$ cat config.mk
export PLATFORM = sky130hd
export DESIGN_NAME = sprite_color_mapper
export DESIGN_NICKNAME = d
export VERILOG_FILES = /design/src/rtl/sprite_color_mapper.sv
export SDC_FILE = /design/constraint.sdc
export NUM_CORES = 1
export LEC_CHECK = 0
export CAP_MARGIN = 20
export CORE_MARGIN = 1.5
export CORE_UTILIZATION = 58
export CTS_CLUSTER_DIAMETER = 150
export CTS_CLUSTER_SIZE = 28
export DETAILED_ROUTE_END_ITERATION = 7
export GPL_TIMING_DRIVEN = 0
export PLACE_DENSITY_LB_ADDON = 0.1
export SETUP_SLACK_MARGIN = 0.05
export SYNTH_ARGS = -nofsm -noshare
export SYNTH_HDL_FRONTEND = slang
export SYNTH_SLANG_ARGS = --single-unit
export TNS_END_PERCENT = 5
$ cat constraint.sdc
create_clock -name Clk -period 12.45 [get_ports Clk]
set_clock_uncertainty 0.05 [all_clocks]
set_input_delay 1.8675 -clock Clk [delete_from_list [all_inputs] [get_ports Clk]]
set_output_delay 1.8675 -clock Clk [all_outputs]
set_load 0.03 [all_outputs]
$ cat src/rtl/sprite_color_mapper.sv
// Composites NUM_SPRITES rectangular ROM-backed sprites over a solid background,
// one pixel per clock with a fixed three-cycle latency from DrawX/DrawY to VGA_*.
module sprite_color_mapper #(
  parameter int              NUM_SPRITES = 4,
  parameter int              SPR_W       = 50,
  parameter int              SPR_H       = 50,
  parameter int              ADDR_W      = 12,
  parameter logic [23:0]     TRANSP_KEY  = 24'hFF00FF,
  parameter logic [23:0]     BG_COLOR    = 24'hFFFFFF
) (
  input  logic                            Clk,
  input  logic                            Reset_n,
  input  logic                            frame_start,
  input  logic                            pix_valid,
  input  logic [9:0]                      DrawX,
  input  logic [9:0]                      DrawY,
  input  logic [NUM_SPRITES*10-1:0]       sprX,
  input  logic [NUM_SPRITES*10-1:0]       sprY,
  input  logic [NUM_SPRITES-1:0]          spr_en,
  output logic [NUM_SPRITES*ADDR_W-1:0]   rom_addr,
  input  logic [NUM_SPRITES*24-1:0]       rom_data,
  output logic [7:0]                      VGA_R,
  output logic [7:0]                      VGA_G,
  output logic [7:0]                      VGA_B,
  output logic                            VGA_valid,
  output logic [$clog2(NUM_SPRITES):0]    hit_id
);

  localparam int             ID_W   = $clog2(NUM_SPRITES);
  localparam logic [ID_W:0]  BG_ID  = {1'b1, {ID_W{1'b0}}};
  localparam logic [10:0]    SPR_W11 = 11'(SPR_W);
  localparam logic [10:0]    SPR_H11 = 11'(SPR_H);
  localparam logic [21:0]    SPR_W22 = 22'(SPR_W);

  // Frame-synchronous shadow copies of the sprite positions and enables.
  logic [NUM_SPRITES*10-1:0] sx;
  logic [NUM_SPRITES*10-1:0] sy;
  logic [NUM_SPRITES-1:0]    sen;

  always_ff @(posedge Clk or negedge Reset_n) begin
    if (!Reset_n) begin
      sx  <= '0;
      sy  <= '0;
      sen <= '0;
    end else if (frame_start) begin
      sx  <= sprX;
      sy  <= sprY;
      sen <= spr_en;
    end
  end

  // A pixel coinciding with frame_start must already see the new positions.
  logic [NUM_SPRITES*10-1:0] eff_x;
  logic [NUM_SPRITES*10-1:0] eff_y;
  logic [NUM_SPRITES-1:0]    eff_en;

  assign eff_x  = frame_start ? sprX   : sx;
  assign eff_y  = frame_start ? sprY   : sy;
  assign eff_en = frame_start ? spr_en : sen;

  // Stage 1: per-channel hit test and ROM address.
  logic [10:0]                    dx [NUM_SPRITES];
  logic [10:0]                    dy [NUM_SPRITES];
  logic [21:0]                    lin [NUM_SPRITES];
  logic [NUM_SPRITES-1:0]         hit_c;
  logic [NUM_SPRITES*ADDR_W-1:0]  addr_c;

  always_comb begin
    hit_c  = '0;
    addr_c = '0;
    for (int i = 0; i < NUM_SPRITES; i++) begin
      dx[i]  = {1'b0, DrawX} - {1'b0, eff_x[i*10 +: 10]};
      dy[i]  = {1'b0, DrawY} - {1'b0, eff_y[i*10 +: 10]};
      lin[i] = {11'b0, dy[i]} * SPR_W22 + {11'b0, dx[i]};
      // A negative offset sets bit 10, so sprites never wrap around the screen.
      hit_c[i] = eff_en[i] & pix_valid &
                 ~dx[i][10] & (dx[i] < SPR_W11) &
                 ~dy[i][10] & (dy[i] < SPR_H11);
      addr_c[i*ADDR_W +: ADDR_W] = hit_c[i] ? lin[i][ADDR_W-1:0] : '0;
    end
  end

  logic [NUM_SPRITES-1:0] hit1;
  logic                   vld1;

  always_ff @(posedge Clk or negedge Reset_n) begin
    if (!Reset_n) begin
      rom_addr <= '0;
      hit1     <= '0;
      vld1     <= 1'b0;
    end else begin
      rom_addr <= addr_c;
      hit1     <= hit_c;
      vld1     <= pix_valid;
    end
  end

  // Stage 2: hold hit flags one cycle so they line up with rom_data.
  logic [NUM_SPRITES-1:0] hit2;
  logic                   vld2;

  always_ff @(posedge Clk or negedge Reset_n) begin
    if (!Reset_n) begin
      hit2 <= '0;
      vld2 <= 1'b0;
    end else begin
      hit2 <= hit1;
      vld2 <= vld1;
    end
  end

  // Stage 3: transparency keying and fixed priority (lowest index wins).
  logic [NUM_SPRITES-1:0] opaque;
  logic                   win_any;
  logic [ID_W-1:0]        win_idx;
  logic [23:0]            win_col;

  always_comb begin
    opaque  = '0;
    win_any = 1'b0;
    win_idx = '0;
    win_col = BG_COLOR;
    for (int i = 0; i < NUM_SPRITES; i++) begin
      opaque[i] = hit2[i] & (rom_data[i*24 +: 24] != TRANSP_KEY);
    end
    for (int i = NUM_SPRITES - 1; i >= 0; i--) begin
      if (opaque[i]) begin
        win_any = 1'b1;
        win_idx = ID_W'(i);
        win_col = rom_data[i*24 +: 24];
      end
    end
  end

  // VGA_valid qualifies VGA_R/G/B and hit_id in the same cycle; there is no
  // back-pressure, so every presented pixel emerges exactly three cycles later.
  always_ff @(posedge Clk or negedge Reset_n) begin
    if (!Reset_n) begin
      VGA_R     <= '0;
      VGA_G     <= '0;
      VGA_B     <= '0;
      VGA_valid <= 1'b0;
      hit_id    <= BG_ID;
    end else if (!vld2) begin
      VGA_R     <= '0;
      VGA_G     <= '0;
      VGA_B     <= '0;
      VGA_valid <= 1'b0;
      hit_id    <= BG_ID;
    end else begin
      VGA_R     <= win_col[23:16];
      VGA_G     <= win_col[15:8];
      VGA_B     <= win_col[7:0];
      VGA_valid <= 1'b1;
      hit_id    <= win_any ? {1'b0, win_idx} : BG_ID;
    end
  end

endmodule

==> results of run 1 <==
worst paths after layout:
check                            start           end  slack, ns  cells past startpoint
hold reg to reg                hit1[0]       hit2[0]       0.30                      0
max in group asynchronous      Reset_n        sx[21]      10.13                      2
hold / removal                 hit1[0]       hit2[0]       0.30                      0
setup / recovery           frame_start  rom_addr[11]       3.85                     26
min in group asynchronous      Reset_n      VGA_B[0]       1.35                      1
setup reg to reg                 sy[0]  rom_addr[11]       6.97                     23
synthesized netlist by cell type, drive strengths merged, types with 4 or more instances:
| library cell | n |
|---|---|
| a31oi | 16 |
| nor2 | 130 |
| a21o | 31 |
| o21bai | 21 |
| fa | 32 |
| buf | 12 |
| o2111ai | 6 |
| a2111oi | 4 |
| dfrtp | 169 |
| a21oi | 114 |
| o31ai | 4 |
| xnor2 | 70 |
| nand4 | 16 |
| inv | 227 |
| nand3 | 8 |
| or3 | 6 |
| mux2 | 12 |
| nand2b | 11 |
| o22ai | 29 |
| xor2 | 52 |
| a211oi | 10 |
| clkbuf | 18 |
| nand2 | 41 |
| ha | 209 |
| nor2b | 20 |
| o221ai | 6 |
| or4 | 5 |
| nor3 | 20 |
| o21ai | 69 |
| mux2i | 76 |
| o41ai | 4 |
| nor4 | 7 |
| o211ai | 4 |
| nand4b | 7 |
| o21a | 13 |
cells by family after synthesis:
kind of cell / count (synthesis)
compound gates: 353
simple gates: 291
mux: 88
xor+xnor: 123
buf+inv: 257
fa+ha+maj: 241
flops: 170
sequential cells by signal, summed over array words and instances (netlist names):
name and count:
VGA_R 8, hit2 4, VGA_valid 1, rom_addr 48, VGA_B 8, sen 4
sx 40, VGA_G 8, vld1 1, sy 40, vld2 1, hit1 4
hit_id 3
power breakdown:
group | internal (uW) | total (uW) | switching (uW)
registers | 583 | 593 | 9.58
logic | 1480 | 3190 | 1710
clock network | 302 | 554 | 253
total | 2360 | 4340 | 1970
metrics by stage:
stage	total power, uW	hold WS, ns	util	cells
finish	4340	0.300	0.745	2159
global route	4770	0.305	0.745	2159
CTS	4330	0.301	0.745	2159
detailed placement	3740	0.285	0.721	2127
global placement	3630	0.285	0.719	2126
floorplan	3120	0.281	-	1523
metal layers:
metal,GRT usage,wire length (um)
met5,0,0
met4,0.146,1610
met3,0.0615,2990
met2,0.599,20900
met1,0.401,16700
layout make-up:
type / instances / share of cell area
flip-flops and latches: 170 / 0.236
clock inverters: 14 / 0.00889
well taps: 324 / 0.0225
plain buffers: 30 / 0.00778
repair buffers: 280 / 0.157
inverters: 227 / 0.0473
multi-input cells: 1096 / 0.497
clock buffers: 18 / 0.0238
placed cells by master (no fill, tap or decap), types with 6 or more instances in the layout:
cell             count
nand2_1             41
nor2_2               8
o22ai_1             29
a21oi_1            114
o21a_1              13
clkdlybuf4s50_1    278
clkbuf_1            19
nand3_1              8
nand4_1             16
ha_1               209
fa_1                32
o21bai_1            21
mux2i_1             76
dfrtp_1            169
xor2_1              52
o221ai_1             6
nor2b_1             20
o21ai_0             68
nor4_1               7
inv_1              227
a211oi_1            10
mux2_2              12
nand4b_1             7
o2111ai_1            6
a31oi_1             15
inv_6                6
nor3_1              20
xnor2_1             70
nand2b_1            11
a21o_1              31
clkbuf_16           17
nor2_1             122
==> results_dict.tcl, run 1 <==
set metrics [dict create \
    outcome "finished, final reports clean" \
    core_area_sq_mm 0.0242 \
    synth_top_family_by_area "adder cells" \
    synth_nets 1968 \
    crit_arrival_ns 8.86 \
    slew_headroom 0.362 \
    stdcell_area_sq_mm 0.0180 \
    fillerInstances 1787 \
    grt_pass1_wl_um 66800 \
    areaGrowthSynthToFinish_pct 26.9 \
    synth_xor_area_frac 0.0769 \
    ys_ff_latch 170 \
    ys.flop_type "dfrtp_1" \
    antenna_cells 0 \
    start_util 0.587 \
    std_cell_rows 57 \
    synth_warnings 0 \
    clk_latency_ns 0.44 \
    cpMostUsedCell "ha_1" \
    synthTopCellsByArea "dfrtp_1 30%, ha_1 18%, inv_1 6.0%, mux2i_1 5.4%, fa_1 4.5%" \
    async_flop_share 1.00 \
    rsz0062_at_grt "no" \
    slew_violations 0 \
    numCtsBuffers 17 \
    numPortBuffers 279 \
    min_period_ns 8.60 \
    cts_tree "done" \
    hold_viol 0 \
    power_density_mw_per_mm2 241 \
    cts_hold_buf 0 \
    placed_area_sq_mm 0.0174 \
    cts_sinks 170 \
    cp-end-kind "register" \
    ys_seq_area_frac 0.300 \
    grt_max_degree 87 \
    die_h_um 159 \
    worst_slack_ns 3.85 \
    critPathMaxStageDelay_ns 0.78 \
    avgViaCountPerCell 5.77 \
    drt-initial-drc-count 891 \
    netlist-cell-type-count 74 \
    routedWlPerCell_um 19.5 \
    drt_wl_total_um 42100 \
    clk_pin_slew_ns 0.07 \
    die-area_sq_mm 0.0254 \
    timing.fmax_ghz 0.116 \
    nNetsFinal 2267 \
    grt_pass1_vias 12800 \
    crit_family "adder cells" \
    die_x_um 159 \
    vdd_drop_max_uv 535 \
    synth_top_area_frac 0.298 \
    synthCells 1523 \
    cts_resized 0 \
    drc_errors 0 \
    synth_compound_area_frac 0.159 \
    synth_mux_area_frac 0.0631 \
    boundaryPins 280 \
    multi_input_area_sq_mm 0.00894 \
    start_kind "primary input" \
    crit_type "in2reg" \
    finalSetupViolations 0 \
    critPathBufInv 7 \
    post-dp-hpwl_um 33600 \
    dp_slack_ns 3.40 \
    firstDrtPassIters 5 \
    synthAdderAreaFrac 0.229 \
    yosys.area.top_type "dfrtp_1" \
    hp-class "reg2reg" \
    worstPathRequired_ns 12.72 \
    synth-edff-count 0 \
    avgSynthCellArea_sq_um 9.32 \
    drive_gt1_frac 0.0420 \
    place.gp.congestion 0.978 \
    max-clock-path-buffers 2 \
    synth_area_sq_mm 0.0142 \
    period_share 0.690 \
    overflow 0 \
    grtUsageTotal 0.338 \
    num_vias 12400 \
    regArea_sq_mm 0.00426 \
    setup-tns-final_ns 0 \
    worst-slew-pin-transition_ns 0.957 \
    path_max_fanout 10 \
    cts_setup_buffers 0 \
    cap_violations 0 \
    yosys.area_share.simple 0.102 \
    grt_antenna_before_repair 0 \
    h-tree-depth 4 \
    root_buffer "clkbuf_16" \
    drtAntennaViolNets 0 \
    leakagePower_uw 0.00871 \
    slowest_stage "buf_1" \
]
No activity file was read; power rests on OpenSTA's default activity.
==> run 2, diff against run 1 <==
--- a/config.mk
+++ b/config.mk
@@ -7,7 +7,7 @@
 export LEC_CHECK = 0
 export CAP_MARGIN = 20
 export CORE_MARGIN = 1.5
-export CORE_UTILIZATION = 58
+export CORE_UTILIZATION = 48
 export CTS_CLUSTER_DIAMETER = 150
 export CTS_CLUSTER_SIZE = 28
 export DETAILED_ROUTE_END_ITERATION = 7
==> constraint.sdc (replaced) <==
create_clock -name Clk -period 7.51 [get_ports Clk]
set_clock_uncertainty 0.05 [all_clocks]
set_input_delay 1.1265 -clock Clk [delete_from_list [all_inputs] [get_ports Clk]]
set_output_delay 1.1265 -clock Clk [all_outputs]
set_load 0.03 [all_outputs]
==> run 2 against run 1 <==
  * Critical path depth unchanged
  * Flip-flop and latch count did not move
  * Worst hold slack worse by 0.0018 ns
  * Non-clock buffer count unchanged
  * Via count decreased by 3.0%
  * Routed wire length increased by 1.6%
  * Utilization down 12 points
  * Sequential power is 66% higher
  * Setup slack worse by 3.3 ns
  * First-iteration DRC count fell by 34%
  * Global-route usage decreased by 5.5 points
==> results_dict.tcl, run 2 (synthesized netlist as in run 1, its figures left out) <==
set metrics [dict create \
    vdd_drop_max_uv 557 \
    worst_slack_ns 0.508 \
    die_h_um 175 \
    hold_depth 0 \
    grtUsageTotal 0.283 \
    crit_type "in2reg" \
    drt-initial-drc-count 584 \
    grt_max_degree 90 \
    period_share 0.932 \
    slew_headroom 0.331 \
    grt_antenna_before_repair 2 \
    drc_errors 0 \
    core_area_sq_mm 0.0289 \
    die-area_sq_mm 0.0306 \
    root_buffer "clkbuf_16" \
    finalNonFillerCells 2219 \
    cts_resized 1 \
    crit_family "adder cells" \
    crit_arrival_ns 7.29 \
    power_uw 7150 \
    worstReg2RegEnd "rom_addr[47]" \
    dp_slack_ns -0.535 \
    whs_endpoint "hit2[3]" \
    largest_reg_flops 48 \
    grt_pass1_vias 12300 \
    routedWlPerCell_um 19.3 \
    cts_hold_buf 0 \
    h-tree-depth 4 \
    place.gp.congestion 0.925 \
    drtAntennaViolNets 0 \
    finalSetupViolations 0 \
    final_cell_mix "278 x clkdlybuf4s50_1, 227 x inv_1, 209 x ha_1, 169 x dfrtp_1, 122 x nor2_1" \
    path_max_fanout 10 \
    critPathMaxStageDelay_ns 0.51 \
    numCtsBuffers 17 \
    critPathBufInv 7 \
    worst-slew-pin-transition_ns 1.00 \
    setup-tns-final_ns 0 \
    numPortBuffers 279 \
    drt_wl_total_um 42800 \
    post-dp-hpwl_um 34900 \
    reg_top3 "rom_addr: 48 flops, sx: 40 flops, sy: 40 flops" \
    areaGrowthSynthToFinish_pct 27.7 \
    r2r_setup_slack_ns 2.19 \
    overflow 0 \
    slew_violations 0 \
    worstPathRequired_ns 7.80 \
    nNetsFinal 2267 \
    grt_pass1_wl_um 66000 \
    whs_ns 0.299 \
    cap_violations 0 \
    firstDrtPassIters 5 \
    drive_gt1_frac 0.0442 \
    clk_pin_slew_ns 0.07 \
    r2r_start "sy[31]" \
    top_register "rom_addr" \
    start_kind "primary input" \
    slowest_stage "clkdlybuf4s50_1" \
    rr_worst_depth 20 \
    outcome "finished, final reports clean" \
    min_period_ns 7.00 \
    boundaryPins 280 \
    num_vias 12100 \
    power_density_mw_per_mm2 394 \
    hp-class "reg2reg" \
    dpl.cell_count 2187 \
    std_cell_rows 62 \
    cp-end-kind "register" \
    cts_sinks 170 \
    max-clock-path-buffers 2 \
    cts_setup_buffers 0 \
    die_x_um 175 \
    start_util 0.490 \
    timing.fmax_ghz 0.143 \
    avgViaCountPerCell 5.44 \
    hold_viol 0 \
    leakagePower_uw 0.00872 \
    fillerInstances 2488 \
    cts_tree "done" \
    clk_latency_ns 0.45 \
    hp-start "hit1[3]" \
    rsz0062_at_grt "yes" \
    cpMostUsedCell "ha_1" \
    final_common_cell "clkdlybuf4s50_1" \
]
[run 2: cell types whose count changed in the layout (fill, tap and decap cells not counted), moves of 2 or more]
| cell | before | now |
|---|---|---|
| clkbuf_1 | 19 | 16 |
| clkbuf_2 | 0 | 4 |
| clkinv_2 | 2 | 0 |
| clkinv_4 | 0 | 2 |
| clkinvlp_4 | 2 | 4 |
| inv_6 | 6 | 3 |
| inv_8 | 2 | 0 |
[run 2: per-stage QoR]
stage / utilization / area [sq um]
global route: 0.626 / 18100
finish: 0.626 / 18100
floorplan: - / 14200
CTS: 0.626 / 18100
detailed placement: 0.605 / 17500
global placement: 0.604 / 17500
[run 2: cell type report]
type / count / area, sq um / share of cell area
tap: 384 / 480 / 0.0265
multi-input combinational: 1096 / 8950 / 0.494
clock buffer: 19 / 443 / 0.0244
antenna: 1 / 2.50 / 0.000138
inverter: 227 / 852 / 0.0470
timing repair buffer: 280 / 2830 / 0.156
sequential: 170 / 4260 / 0.235
clock inverter: 12 / 164 / 0.00905
buffer: 30 / 145 / 0.00801
[run 2: how the worst max path moves through the flow]
stage	from	end	slack, ns	depth (start not counted)
3_5_place_dp	frame_start	rom_addr[47]	-0.53	23
4_1_cts	frame_start	rom_addr[11]	-0.09	26
5_1_grt	frame_start	rom_addr[23]	0.03	24
6_report	frame_start	rom_addr[11]	0.51	26
3_3_place_gp	Reset_n	sy[18]	-1.82	1
2_1_floorplan	frame_start	rom_addr[47]	1.13	22
[run 2: where the power goes]
group,switching (uW),internal [uW]
clock,402,535
combinational,2770,2460
sequential,14.6,967
[run 2: per-layer routing]
| metal | vias to the layer above | wire length [um] | GRT usage |
|---|---|---|---|
| met5 | - | 13 | 0 |
| met4 | 2 | 1540 | 0.109 |
| met3 | 85 | 2420 | 0.0564 |
| met2 | 359 | 21200 | 0.509 |
| met1 | 5751 | 17600 | 0.331 |
| li1 | 5875 | - | - |
